===== src/rtl/alu_exec_unit.sv =====
// Registered single-stage execution ALU with valid/ready handshakes on both sides.
// Optional signed-overflow output enabled by defining ALU_OVERFLOW_EN.
module alu_exec_unit #(
  parameter int WIDTH     = 32,
  parameter int CNT_WIDTH = 16
) (
  input  logic                 clk,
  input  logic                 rst_n,
  input  logic                 in_valid,
  output logic                 in_ready,
  input  logic [3:0]           in_op,
  input  logic [WIDTH-1:0]     in_a,
  input  logic [WIDTH-1:0]     in_b,
  output logic                 out_valid,
  input  logic                 out_ready,
  output logic [WIDTH-1:0]     out_result,
  output logic                 out_zero,
  output logic                 out_illegal,
  output logic [CNT_WIDTH-1:0] illegal_cnt,
  output logic [CNT_WIDTH-1:0] done_cnt
`ifdef ALU_OVERFLOW_EN
  ,
  output logic                 out_ovf
`endif
);

  typedef enum logic [3:0] {
    OP_AND = 4'b0000,
    OP_OR  = 4'b0001,
    OP_ADD = 4'b0010,
    OP_SUB = 4'b0110,
    OP_SLT = 4'b0111,
    OP_NOR = 4'b1100
  } op_e;

  logic                 valid_q, valid_d;
  logic [WIDTH-1:0]     result_q, result_d;
  logic                 zero_q, zero_d;
  logic                 illegal_q, illegal_d;
  logic [CNT_WIDTH-1:0] illegal_cnt_q, illegal_cnt_d;
  logic [CNT_WIDTH-1:0] done_cnt_q, done_cnt_d;

  logic             accept, out_hs;
  logic [WIDTH-1:0] sum, diff, alu_res;
  logic             alu_illegal, slt;

  assign out_hs   = valid_q & out_ready;
  assign in_ready = ~valid_q | out_ready;
  assign accept   = in_valid & in_ready;

  assign sum  = in_a + in_b;
  assign diff = in_a - in_b;
  assign slt  = $signed(in_a) < $signed(in_b);

  // NOTE: every signal driven in always_comb gets a default first so no path leaves it unassigned (no latch).
  always_comb begin
    alu_res     = '0;
    alu_illegal = 1'b0;
    case (in_op)
      OP_AND:  alu_res = in_a & in_b;
      OP_OR:   alu_res = in_a | in_b;
      OP_ADD:  alu_res = sum;
      OP_SUB:  alu_res = diff;
      OP_SLT:  alu_res = {{(WIDTH-1){1'b0}}, slt};
      OP_NOR:  alu_res = ~(in_a | in_b);
      default: alu_illegal = 1'b1;
    endcase
  end

  always_comb begin
    valid_d       = valid_q;
    result_d      = result_q;
    zero_d        = zero_q;
    illegal_d     = illegal_q;
    illegal_cnt_d = illegal_cnt_q;
    done_cnt_d    = done_cnt_q;

    // A new accept keeps valid high even when the old result leaves on the same edge.
    if (accept) begin
      valid_d   = 1'b1;
      result_d  = alu_res;
      zero_d    = (alu_res == '0);
      illegal_d = alu_illegal;
      if (alu_illegal && (illegal_cnt_q != '1))
        illegal_cnt_d = illegal_cnt_q + CNT_WIDTH'(1);
    end else if (out_hs) begin
      valid_d = 1'b0;
    end

    if (out_hs && (done_cnt_q != '1))
      done_cnt_d = done_cnt_q + CNT_WIDTH'(1);
  end

  // NOTE: state registers use non-blocking assignments so every flop samples pre-edge values.
  always_ff @(posedge clk or negedge rst_n) begin
    if (!rst_n) begin
      valid_q       <= 1'b0;
      result_q      <= '0;
      zero_q        <= 1'b0;
      illegal_q     <= 1'b0;
      illegal_cnt_q <= '0;
      done_cnt_q    <= '0;
    end else begin
      valid_q       <= valid_d;
      result_q      <= result_d;
      zero_q        <= zero_d;
      illegal_q     <= illegal_d;
      illegal_cnt_q <= illegal_cnt_d;
      done_cnt_q    <= done_cnt_d;
    end
  end

  assign out_valid   = valid_q;
  assign out_result  = result_q;
  assign out_zero    = zero_q;
  assign out_illegal = illegal_q;
  assign illegal_cnt = illegal_cnt_q;
  assign done_cnt    = done_cnt_q;

`ifdef ALU_OVERFLOW_EN
  logic ovf_q, ovf_d, add_ovf, sub_ovf;

  // Signed overflow: operands' signs decide whether the result sign may legally differ.
  assign add_ovf = (in_a[WIDTH-1] == in_b[WIDTH-1]) & (sum[WIDTH-1]  != in_a[WIDTH-1]);
  assign sub_ovf = (in_a[WIDTH-1] != in_b[WIDTH-1]) & (diff[WIDTH-1] != in_a[WIDTH-1]);

  always_comb begin
    ovf_d = ovf_q;
    if (accept) begin
      case (in_op)
        OP_ADD:  ovf_d = add_ovf;
        OP_SUB:  ovf_d = sub_ovf;
        default: ovf_d = 1'b0;
      endcase
    end
  end

  always_ff @(posedge clk or negedge rst_n) begin
    if (!rst_n) ovf_q <= 1'b0;
    else        ovf_q <= ovf_d;
  end

  assign out_ovf = ovf_q;
`endif

endmodule


===== config.mk =====
export PLATFORM = sky130hd
export DESIGN_NAME = alu_exec_unit
export DESIGN_NICKNAME = d
export VERILOG_FILES = /design/src/rtl/alu_exec_unit.sv
export SDC_FILE = /design/constraint.sdc
export NUM_CORES = 1
export LEC_CHECK = 0
export BUFFER_PORTS_ARGS = -buffer_cell sky130_fd_sc_hd__buf_2
export CAP_MARGIN = 20
export CORE_MARGIN = 2
export CORE_UTILIZATION = 35
export CTS_BUF_LIST = sky130_fd_sc_hd__clkbuf_8
export DETAILED_ROUTE_END_ITERATION = 8
export PLACE_DENSITY = 0.62
export SLEW_MARGIN = 20
export SYNTH_ARGS = -nofsm -noshare
export SYNTH_HDL_FRONTEND = slang
export SYNTH_SLANG_ARGS = --single-unit

===== constraint.sdc =====
create_clock -name clk -period 6.6 [get_ports clk]
set_input_delay 1.32 -clock clk [delete_from_list [all_inputs] [get_ports clk]]
set_output_delay 1.32 -clock clk [all_outputs]
set_load 0.02 [all_outputs]

=== Yosys cells after proc, flatten, opt, wreduce, memory -nomap -nowiden ===
Cells that the tools add are included.

* Register bits: 67
* Bits in latches: 0
* Memory bits (writable): 0
* ROM bits: 0
* Input bits: 72
* Output and inout bits: 68
* Logic and storage cells: 36
* Memories: 0

* Add/subtract/negate cells: 4
* $mul: 0
* Div/mod/pow operators: 0
* $lt $le $gt $ge: 1
* Equal/unequal tests: 7
* Shifts and indexed selects: 0
* Muxes and demuxes: 4
* Bitwise gates (word level): 7
* Reductions and logical operators: 7

{| class="wikitable"
|+ Operators by type and width
! operator !! number
|-
| 32-bit one-hot mux with 6 select lines || 1
|-
| 16-bit by 1-bit adder with 16-bit output, second input constant || 2
|-
| 32-bit adder || 1
|-
| 32-bit AND || 1
|-
| 32-bit logical NOT || 1
|-
| 32-bit < comparator || 1
|-
| 16-bit != test, second input constant || 2
|-
| 32-bit inverter || 1
|-
| 32-bit bitwise OR || 1
|-
| 32-bit subtractor || 1
|-
| 4-bit by 3-bit equality test with 1-bit output, second input constant || 2
|-
| 6-bit OR reduction || 1
|-
| 4-bit by 1-bit equality test with 1-bit output, second input constant || 1
|-
| 4-bit by 2-bit equality test with 1-bit output, second input constant || 1
|-
| 4-bit equality test, second input constant || 1
|-
| 4-bit logical NOT || 1
|-
| 1-bit two-way mux || 3
|-
| 1-bit AND || 2
|-
| 1-bit logical AND || 2
|-
| 2-bit AND reduction || 1
|-
| 2-bit nonzero test || 1
|-
| 1-bit inverter || 1
|-
| 1-bit bitwise OR || 1
|}

=== Depth between registers and ports, before layout ===
Gate-level depths: netlist of run 1.

* Depth after elaboration: 5
* Gate-level depth with buffers: 14
* Mapped depth without buffers: 14

=== Worst setup path after synthesis of run 1 ===
Ideal clock, no wire load.

* Kind: input-to-reg
* From: in in_a[0]
* To: reg zero_q (netlist: out_zero)
* Setup time: 0.076 ns
* Arrival: 4.511 ns
* Required time: 6.524 ns
* Setup slack: 2.013 ns
* Stages on the path: 14
* Path buffers: 0
* Cells stage by stage: inv_1 -> ha_1 -> fa_1 -> o21bai_2 -> o2111ai_2 -> a211oi_2 -> o2111ai_2 -> a2111oi_4 -> nor2_2 -> o41ai_1 -> mux2i_1 -> nand3_1 -> or4_1 -> o21ai_1

* Cells in the longest elaborated chain, start to end: 4
* Elaborated cells on any way between the ends: 8
* Classes of those cells: add/sub (2); order compare (1); mux (1); bitwise (3); reduce/logical (1)

{| class="wikitable"
|+ RTL lines
! element !! RTL line !! text
|-
| start, declared || 12 || <nowiki>input logic [WIDTH-1:0] in_a,</nowiki>
|-
| branches (longest 2 deep; another with 32-bit subtractor) || - ||
|-
| 32-bit one-hot mux with 6 select lines (*) || 59 || <nowiki>case (in_op)</nowiki>
|-
| 32-bit logical NOT (*) || 82 || <nowiki>zero_d = (alu_res == '0);</nowiki>
|-
| end signal, assigned || 106 || <nowiki>zero_q <= zero_d;</nowiki>
|-
| end, declared || 38 || <nowiki>logic zero_q, zero_d;</nowiki>
|}

Every way passes the cells marked *.
A chain may end at the register's enable or synchronous reset.

=== Worst setup path in the final report of run 1 ===
Ends and elaborated chain as after synthesis.

==> impl_metrics.json, run 1 <==
{
  "io-pin-count": 140,
  "placedCellCount": 1481,
  "holdCritPathClass": "reg2reg",
  "synthesis.nets": 1247,
  "fin_nets": 1348,
  "wl_per_cell_um": 18.96,
  "ant_nets": 0,
  "drc_errors": 0,
  "core_area_mm2": 0.02326,
  "die_w_um": 157.3,
  "post_cts_buffers": 0,
  "cts-buffers-inserted": 9,
  "antenna_found_initial": 0,
  "timing.final.hold_violations": 0,
  "via_per_inst": 5.814,
  "gp_congestion": 0.9922,
  "dpl-instance-area_mm2": 0.009198,
  "synthFlopType": "dfrtp_1",
  "drt_iter0_markers": 746,
  "synth_area_mm2": 0.008230,
  "start_kind": "input port",
  "worstReg2RegEnd": "out_zero$_DFFE_PN0P_",
  "yosysWarnings": 0,
  "timing.rr.start": "out_valid$_DFFE_PN0P_",
  "ctsHoldBuffers": 0,
  "finalCriticalPeriod_ns": 4.965,
  "timing.fmax_mhz": 201.4,
  "async_flop_share_pct": 100.0,
  "maxCapViolations": 0,
  "crit_path_end_kind": "flop",
  "dr.pass1.iters": 7,
  "dp_hpwl_mm": 22.40,
  "grt_pass1_wl_mm": 44.35,
  "drive_above_1_share_pct": 17.83,
  "grt_pass1_vias": 8211,
  "ir_worst_vdd_mv": 0.1197,
  "finalSetupViolCount": 0,
  "wirelength_mm": 28.39,
  "num_vias": 8704,
  "cts_tree": "done",
  "syn2layout_area_growth_pct": 14.09,
  "initial_core_util_pct": 35.38,
  "synthTopCellsByArea": "dfrtp_1 (20%), ha_1 (15%), a21oi_1 (5.2%), inv_1 (4.3%), o21ai_0 (4.2%)",
  "grt_setup_unrepaired": "false",
  "period_share_pct": 75.22,
  "synthCells": 1072,
  "die-area_mm2": 0.02476,
  "synth_edf_count": 0,
  "crit_path_max_fanout": 5,
  "cts_htree_levels": 3,
  "fp-row-count": 56,
  "rr_worst_depth": 10,
  "seq_area_frac_synth_pct": 20.37,
  "chipHeight_um": 157.3,
  "startpoint": "in_a[0]",
  "grt_overflow_total": 0,
  "crit_type": "in2reg",
  "critPathArrivalTime_ns": 5.23,
  "grt_max_degree": 68,
  "ys_types": 82,
  "worstPathRequired_ns": 6.87,
  "outcome": "finished, final reports clean",
  "powerDensity_mw_per_mm2": 174.1,
  "syn_area_per_cell_um2": 7.678,
  "synth_common_cells": "ha_1 (101), inv_1 (94), nand2_1 (88)",
  "crit_chain": "buf_2 > inv_1 > ha_1 > fa_1 > o21bai_2 > o2111ai_2 > a211oi_2 > o2111ai_2 > a2111oi_4 > nor2_2 > o41ai_1 > mux2i_1 > nand3_1 > or4_1 > o21ai_1",
  "relSlewSlack_pct": 41.18,
  "clkTransAtPathRegs_ns": 0.08,
  "insertion_delay_ns": 0.34,
  "grtUsageTotal_pct": 22.43,
  "worst_pin_slew_ns": 0.8809,
  "synth_most_common_cell": "ha_1",
  "antenna_cells": 0,
  "cp-endpoint": "out_zero$_DFFE_PN0P_",
  "ys_seq_elements": 67,
  "cts-resized-gates": 0,
  "final_area_mm2": 0.009390,
  "final_core_util_pct": 40.37,
  "rrSetupSlack_ns": 3.89,
  "synth_top_area_share_pct": 20.37,
  "path_common_cell": "o2111ai_2",
  "power_leakage_nw": 4.482,
  "yosysTopAreaCell": "dfrtp_1",
  "skew_ns": 0.005316,
  "max_stage_delay_ns": 0.54,
  "place_ws_ns": 1.404,
  "clock-sinks": 67,
  "cts_buffer_depth": 2,
  "port_buffers": 139,
  "critPathSlowestCell": "or4_1",
  "timing.final.ws_setup_ns": 1.635,
  "fin_tns_setup_ns": 0,
  "slew_violations": 0,
  "clockRootBuffer": "clkbuf_8",
  "final_cells": 1497
}
-- routing by layer --
metal  vias to the layer above  global-route usage (%)  share of wire [%]
met2                       431                   34.83                 43
met1                      4093                   32.41                 47
met4                         0                   6.017                2.2
met5                         -                       0                  0
met3                        50                   3.111                8.3
li1                       4130                       -                  -
-- state kept, by name, indices dropped and copies added (netlist names) --
name and cells:
done_cnt 16, illegal_cnt 16, out_illegal 1, out_result 32
out_valid 1, out_zero 1
-- kinds of logic after synthesis --
group,synth area share [%]
AO/OA/AOI/OAI,31.50
AND/OR/NAND/NOR,19.22
buffers and inverters,7.449
adder cells (fa/ha/maj),15.84
flip-flops,20.37
XOR/XNOR,3.299
multiplexers,2.326
-- report_power, final --
| group | switching, mW | total (mW) | internal (mW) |
|---|---|---|---|
| sequential | 0.0610 | 0.537 | 0.476 |
| clock | 0.164 | 0.337 | 0.173 |
| combinational | 0.496 | 0.761 | 0.265 |
| total | 0.720 | 1.63 | 0.914 |
-- how the worst min path moves through the flow --
stage	end	slack, ns	cells past startpoint	startpoint
2_1_floorplan	illegal_cnt[11]$_DFFE_PN0P_	0.59	1	illegal_cnt[11]$_DFFE_PN0P_
3_3_place_gp	out_result[29]$_DFFE_PN0P_	0.46	1	out_result[29]$_DFFE_PN0P_
3_5_place_dp	out_result[1]$_DFFE_PN0P_	0.47	2	out_result[1]$_DFFE_PN0P_
4_1_cts	out_result[1]$_DFFE_PN0P_	0.48	2	out_result[1]$_DFFE_PN0P_
5_1_grt	out_result[4]$_DFFE_PN0P_	0.50	2	out_result[4]$_DFFE_PN0P_
6_report	out_result[31]$_DFFE_PN0P_	0.48	2	out_result[31]$_DFFE_PN0P_
-- area by class of cell --
type                    count  area [µm²]
fillers                  2467       13870
multi-input cells         848        5991
flip-flops and latches     67        1677
repair buffers            147       755.7
well taps                 319       399.1
inverters                 100       375.4
clock buffers               9       123.9
clock inverters             7       68.82
-- metrics by stage --
step                      power, mW  hold WS [ns]
after floorplan               1.031        0.5887
after detailed placement      1.292        0.4653
final                         1.635        0.4764
after global placement        1.287        0.4562
after CTS                     1.631        0.4817
after global routing          1.740        0.4993
-- worst max-delay path, delay by kind of cell --
kind | cells | cell delay, ns
simple gates | 3 | 0.73
fa+ha+maj | 2 | 0.70
buf+inv | 2 | 0.14
mux | 1 | 0.25
compound gates | 7 | 2.07
-- layout by cell type (no fill, tap or decap), types with 13 or more instances in the layout --
| master | netlist | final |
|---|---|---|
| buf_2 | 16 | 139 |
| ha_1 | 101 | 101 |
| inv_1 | 94 | 94 |
| nand2_1 | 88 | 87 |
| a21oi_1 | 85 | 85 |
| nor2_1 | 77 | 77 |
| o21ai_0 | 69 | 69 |
| dfrtp_1 | 67 | 67 |
| nand3_1 | 27 | 27 |
| nand4_1 | 23 | 23 |
| a21o_1 | 22 | 22 |
| a22oi_1 | 22 | 22 |
| xnor2_1 | 21 | 21 |
| o31ai_1 | 18 | 18 |
| a211oi_1 | 17 | 17 |
| nor3_1 | 16 | 16 |
| nor4_1 | 14 | 13 |
| o21ai_1 | 13 | 13 |
Power figures use the tool's default switching activity.
==> inputs of run 2 (changes only) <==
ABC_AREA = 1   (was default)
PLACE_DENSITY = 0.61   (was 0.62)
clock period = 5.1 ns   (was 6.6 ns; I/O delays follow)
==> run 2 against run 1 <==
Effect of this change:
- worst hold slack lost 0.00087 ns
- setup slack lost 0.22 ns
- via count grew 21%
- flip-flop and latch count is the same
- critical path type unchanged
- largest cell class unchanged
- highest routed layer unchanged
==> impl_metrics.json, run 2 <==
{
  "synth_most_common_cell": "nand2_1",
  "gp_congestion": 0.9581,
  "pwr-share-seq_pct": 33.0,
  "grt_pass1_wl_mm": 53.09,
  "worst_pin_slew_ns": 0.9187,
  "skew_ns": 0.01205,
  "timing.final.hold_violations": 0,
  "cts_tree": "done",
  "holdCritPathClass": "reg2reg",
  "chipHeight_um": 166.9,
  "syn_area_per_cell_um2": 5.812,
  "synthCells": 1598,
  "layout_common_cells": "nand2_1 (490), inv_1 (267), nor2_1 (197)",
  "clkTransAtPathRegs_ns": 0.07,
  "fin_nets": 1889,
  "antenna_cells": 0,
  "grt_pass1_vias": 9660,
  "critical-path-top-delay-family": "simple AND/OR/NAND/NOR gates",
  "die-area_mm2": 0.02786,
  "p_clk_share_pct": 17.5,
  "crit_chain": "buf_2 > ha_1 > inv_1 > fa_1 > inv_1 > nand3_1 > nand2_1 > nand2_1 > nand3_1 > nand2_1 > nand2_1 > nor2_1 > o21ai_0 > nor2_1 > nand4_1 > nor2_1 > nand3_1 > nand2_1",
  "fin_tns_setup_ns": 0,
  "post_cts_buffers": 0,
  "period_share_pct": 72.30,
  "max_stage_delay_ns": 0.62,
  "placedCellCount": 2037,
  "crit_path_end_kind": "flop",
  "initial_core_util_pct": 35.64,
  "start_kind": "input port",
  "cts_buffer_depth": 2,
  "critPathSlowestCell": "o21ai_0",
  "synth_fa_ha_area_share_pct": 14.04,
  "cp.buffers_inverters": 3,
  "dp_hpwl_mm": 28.76,
  "synthFlopType": "dfrtp_1",
  "drc_errors": 0,
  "synth_common_cells": "nand2_1 (490), inv_1 (267), nor2_1 (198)",
  "fillers": 2906,
  "timing.fmax_mhz": 271.2,
  "synth_mux_area_share_pct": 0,
  "critPathArrivalTime_ns": 3.93,
  "seq_area_frac_synth_pct": 18.05,
  "dr.pass1.iters": 6,
  "crit_path_max_fanout": 5,
  "drt_iter0_markers": 948,
  "synthTopCellsByArea": "nand2_1 (20%), dfrtp_1 (18%), ha_1 (14%), inv_1 (11%), nand3_1 (8.8%)",
  "finalSetupViolCount": 0,
  "cts-resized-gates": 0,
  "p_sw_share_pct": 47.38,
  "async_flop_share_pct": 100.0,
  "worstPathRequired_ns": 5.34,
  "wl_per_cell_um": 16.61,
  "ir_worst_vdd_mv": 0.2783,
  "largest_reg_flops": 32,
  "synthesis.nets": 1773,
  "die_w_um": 166.9,
  "syn2layout_area_growth_pct": 12.62,
  "switchingPower_mw": 0.9989,
  "ys_types": 38,
  "clock-sinks": 67,
  "synth-xor-area-share_pct": 2.923,
  "multi_input_area_mm2": 0.006409,
  "antenna_found_initial": 0,
  "p_int_mw": 1.109,
  "path_common_cell": "nand2_1",
  "power_leakage_nw": 6.107,
  "synth_edf_count": 0,
  "crit_type": "in2reg",
  "port_buffers": 139,
  "fp-row-count": 59,
  "clockRootBuffer": "clkbuf_8",
  "drive_above_1_share_pct": 10.31,
  "insertion_delay_ns": 0.35,
  "grt_setup_unrepaired": "false",
  "final-seq-area_mm2": 0.001677,
  "relSlewSlack_pct": 38.60,
  "cts-buffers-inserted": 9,
  "grt_overflow_total": 0,
  "ys_seq_elements": 67,
  "final_cells": 2052,
  "maxCapViolations": 0,
  "ant_nets": 0,
  "wirelength_mm": 34.08,
  "synth_area_mm2": 0.009288,
  "finalCriticalPeriod_ns": 3.687,
  "yosysWarnings": 0,
  "final_common_cell": "nand2_1",
  "synth-simple-area-share_pct": 41.74,
  "powerDensity_mw_per_mm2": 201.5,
  "core_area_mm2": 0.02606,
  "via_per_inst": 5.114,
  "outcome": "finished, final reports clean",
  "grtUsageTotal_pct": 23.92,
  "ctsHoldBuffers": 0,
  "cts_htree_levels": 3,
  "num_vias": 10490,
  "slew_violations": 0,
  "synth_compound_area_share_pct": 10.22,
  "io-pin-count": 140,
  "grt_max_degree": 35,
  "synth_top_family_by_area": "simple AND/OR/NAND/NOR gates",
  "yosysTopAreaCell": "nand2_1",
  "synth_top_area_share_pct": 19.80,
  "comb_power_share_pct": 49.5
}
[run 2: cell types whose count changed after synthesis, sizes merged, moves of 12 or more]
cell	change
a211oi	-18
a21o	-19
a21oi	-26
a22oi	-22
clkbuf	-21
inv	+170
nand2	+405
nand2b	-12
nand3	+138
nor2	+124
o21ai	-28
o31ai	-18
[run 2: cell type report]
class,count,share of cell area [%]
inverters,270,9.713
multi-input cells,1219,61.27
flip-flops and latches,67,16.03
clock inverters,5,0.3110
well taps,335,4.007
repair buffers,147,7.488
clock buffers,9,1.184
[run 2: path summary, 6_finish.rpt]
kind                                       startpoint                    endpoint  slack, ns  cells after the start
setup / recovery                              in_b[0]        out_zero$_DFFE_PN0P_       1.41                     18
hold / removal             out_result[12]$_DFFE_PN0P_  out_result[12]$_DFFE_PN0P_       0.48                      2
setup reg to reg              done_cnt[0]$_DFFE_PN0P_    done_cnt[15]$_DFFE_PN0P_       2.79                      9
hold reg to reg            out_result[12]$_DFFE_PN0P_  out_result[12]$_DFFE_PN0P_       0.48                      2
max in group asynchronous                       rst_n  illegal_cnt[4]$_DFFE_PN0P_       3.42                      2
min in group asynchronous                       rst_n     done_cnt[2]$_DFFE_PN0P_       0.74                      1
[run 2: power groups by stage]
stage               sequential (mW)  clock (mW)  combinational (mW)
detailed placement            0.706           0                1.03
global route                  0.709       0.400                1.15
global placement              0.704           0                1.02
finish                        0.696       0.368                1.04
CTS                           0.696       0.381                1.04
floorplan                     0.796           0               0.578
[run 2: kinds of logic after synthesis]
kind of cell | count (synthesis)
AND/OR/NAND/NOR | 926
buffers and inverters | 312
AO/OA/AOI/OAI | 159
adder cells (fa/ha/maj) | 103
flip-flops | 67
XOR/XNOR | 31
[run 2: layer usage]
metal / GRT usage [%] / wire [µm] / up-vias
met3: 2.400 / 1951 / 46
met2: 40.58 / 15680 / 359
met4: 6.522 / 896 / 0
met1: 32.36 / 15550 / 4837
li1: - / - / 5251
met5: 0 / 0 / -
[run 2: through the flow]
step | util, % | cell area, µm² | setup WS, ns | total power [mW] | hold slack (ns)
5_1_grt | 40.14 | 10460 | 1.129 | 2.263 | 0.4888
2_1_floorplan | - | 9288 | 2.174 | 1.373 | 0.5912
3_3_place_gp | 39.38 | 10260 | 1.051 | 1.725 | 0.4588
6_report | 40.14 | 10460 | 1.413 | 2.108 | 0.4755
4_1_cts | 40.08 | 10450 | 1.398 | 2.112 | 0.4793
3_5_place_dp | 39.48 | 10290 | 1.056 | 1.736 | 0.4625
[run 2: worst reg2reg max path: stages (launching register included)]
cell and delay [ns]:
dfrtp_1 0.42, ha_1 0.22, nand3_1 0.14, nor2_1 0.07, nand3_1 0.06, and3_1 0.33
nand4_1 0.20, nor3_1 0.41, nand4_1 0.19, xnor2_1 0.16
==> inputs of run 3 (changes only) <==
PLACE_DENSITY = 0.63   (was 0.61)
clock period = 3.3 ns   (was 5.1 ns; I/O delays follow)
==> run 3 against run 2 <==
Effect of this change:
- global-route usage rose by 0.97 points
- die area did not move
- clock skew fell by 0.0016 ns
- final cell count rose by 3.3%
- sequential power rose by 54%
==> impl_metrics.json, run 3 (synthesis gave the netlist of run 2 again) <==
{
  "outcome": "finished, final reports clean",
  "cp.buffers_inverters": 3,
  "cts-buffers-inserted": 9,
  "port_buffers": 139,
  "syn2layout_area_growth_pct": 18.05,
  "fin_tns_setup_ns": 0,
  "relSlewSlack_pct": 44.38,
  "timing.fmax_mhz": 333.6,
  "fp-row-count": 59,
  "placedCellCount": 2103,
  "crit_type": "in2reg",
  "largest_reg_flops": 32,
  "cts_buffer_depth": 2,
  "initial_core_util_pct": 35.64,
  "insertion_delay_ns": 0.34,
  "wirelength_mm": 35.39,
  "period_share_pct": 90.83,
  "core_area_mm2": 0.02606,
  "grt_pass1_vias": 10240,
  "critPathSlowestCell": "ha_1",
  "worst_pin_slew_ns": 0.8343,
  "antenna_cells": 0,
  "ant_nets": 0,
  "final-seq-area_mm2": 0.001677,
  "layout_common_cells": "nand2_1 (490), inv_1 (267), nor2_1 (197)",
  "cts_htree_levels": 3,
  "power_leakage_nw": 6.443,
  "cts_tree": "done",
  "grt_pass1_wl_mm": 55.00,
  "grtUsageTotal_pct": 24.89,
  "critPathArrivalTime_ns": 3.27,
  "grt_overflow_total": 0,
  "chipHeight_um": 166.9,
  "grt_max_degree": 68,
  "cts-resized-gates": 0,
  "ctsHoldBuffers": 0,
  "die-area_mm2": 0.02786,
  "drt_iter0_markers": 717,
  "gp_congestion": 0.9706,
  "io-pin-count": 140,
  "powerDensity_mw_per_mm2": 315.6,
  "fillers": 2887,
  "post_cts_buffers": 0,
  "timing.final.hold_violations": 0,
  "worstPathRequired_ns": 3.57,
  "max_stage_delay_ns": 0.46,
  "skew_ns": 0.01040,
  "ir_worst_vdd_mv": 0.3915,
  "finalCriticalPeriod_ns": 2.998,
  "final_cells": 2119,
  "clockRootBuffer": "clkbuf_8",
  "via_per_inst": 5.078,
  "clock-sinks": 67,
  "wl_per_cell_um": 16.70,
  "antenna_found_initial": 0,
  "drive_above_1_share_pct": 13.68,
  "clkTransAtPathRegs_ns": 0.07,
  "num_vias": 10760,
  "slew_violations": 0,
  "finalSetupViolCount": 0,
  "crit_path_end_kind": "flop",
  "drc_errors": 0,
  "critical-path-top-delay-family": "simple AND/OR/NAND/NOR gates",
  "start_kind": "input port",
  "fin_nets": 1954,
  "crit_chain": "buf_2 > inv_1 > ha_1 > o21ai_0 > a21oi_1 > nand3_1 > a21oi_1 > nand2_1 > nand2_1 > nor2_1 > nor2_1 > buf_4 > nand3_1 > nor2_1 > nand3_1 > nand2_1",
  "multi_input_area_mm2": 0.006404,
  "final_common_cell": "nand2_1",
  "die_w_um": 166.9,
  "maxCapViolations": 0,
  "holdCritPathClass": "reg2reg",
  "dr.pass1.iters": 7,
  "grt_setup_unrepaired": "false",
  "dp_hpwl_mm": 30.38,
  "crit_path_max_fanout": 9
}
[run 3: changes by cell type in the layout (fill, tap and decap cells not counted), sizes merged]
cell / previous run / this run
bufinv: 0 / 1
inv: 269 / 271
clkinv: 3 / 4
clkinvlp: 3 / 1
buf: 147 / 212
[run 3: worst register-to-register path, cell delays in order, from the launching register on]
cell	delay, ns
dfrtp_1	0.42
ha_1	0.22
nand3_1	0.14
nor2_1	0.07
nand3_1	0.06
and3_1	0.33
inv_2	0.08
nor2_1	0.16
nand2_1	0.12
nor2_1	0.17
nand3_1	0.16
nor3_2	0.15
xor2_1	0.16
[run 3: metal layers]
layer / part of all wire (%) / wire, µm / global-route usage (%)
met1: 45 / 15950 / 32.64
met2: 45 / 15940 / 41.38
met3: 6.1 / 2163 / 3.517
met4: 3.8 / 1337 / 9.595
met5: 0 / 0 / 0
[run 3: path summary, 6_finish.rpt]
path                       cells past startpoint                    endpoint                 startpoint  slack (ns)
hold reg to reg                                2   out_result[7]$_DFFE_PN0P_  out_result[7]$_DFFE_PN0P_        0.48
hold / removal                                 2   out_result[7]$_DFFE_PN0P_  out_result[7]$_DFFE_PN0P_        0.48
max in group asynchronous                      2  illegal_cnt[1]$_DFFE_PN0P_                      rst_n        2.26
min in group asynchronous                      2       out_valid$_DFFE_PN0P_                      rst_n        0.49
setup / recovery                              16        out_zero$_DFFE_PN0P_                    in_a[8]        0.30
setup reg to reg                              12    done_cnt[14]$_DFFE_PN0P_    done_cnt[0]$_DFFE_PN0P_        0.99
[run 3: cell type report]
class,count,share of cell area [%]
Timing Repair Buffer,212,11.46
Multi-Input combinational cell,1219,58.40
Clock buffer,9,1.130
Clock inverter,7,0.6276
Inverter,270,9.266
Sequential cell,67,15.29
Tap cell,335,3.823
[run 3: through the flow]
stage	hold WS, ns	instance area (µm²)	util (%)	power, mW	setup WS, ns
after floorplan	0.3644	9288	-	2.122	0.7342
after global placement	0.4604	10770	41.34	2.766	-0.07353
after detailed placement	0.4630	10770	41.34	2.783	0.03614
after CTS	0.4832	10960	42.08	3.467	0.3973
after global routing	0.5030	10960	42.08	3.711	0.01243
final	0.4774	10960	42.08	3.461	0.3025
[run 3: where the power goes]
group,internal (mW),leakage (nW),switching (mW),total [mW]
Clock,0.347,0.101,0.323,0.670
Sequential,0.947,0.860,0.126,1.07
Combinational,0.570,5.48,1.15,1.72
Total,1.86,6.44,1.60,3.46
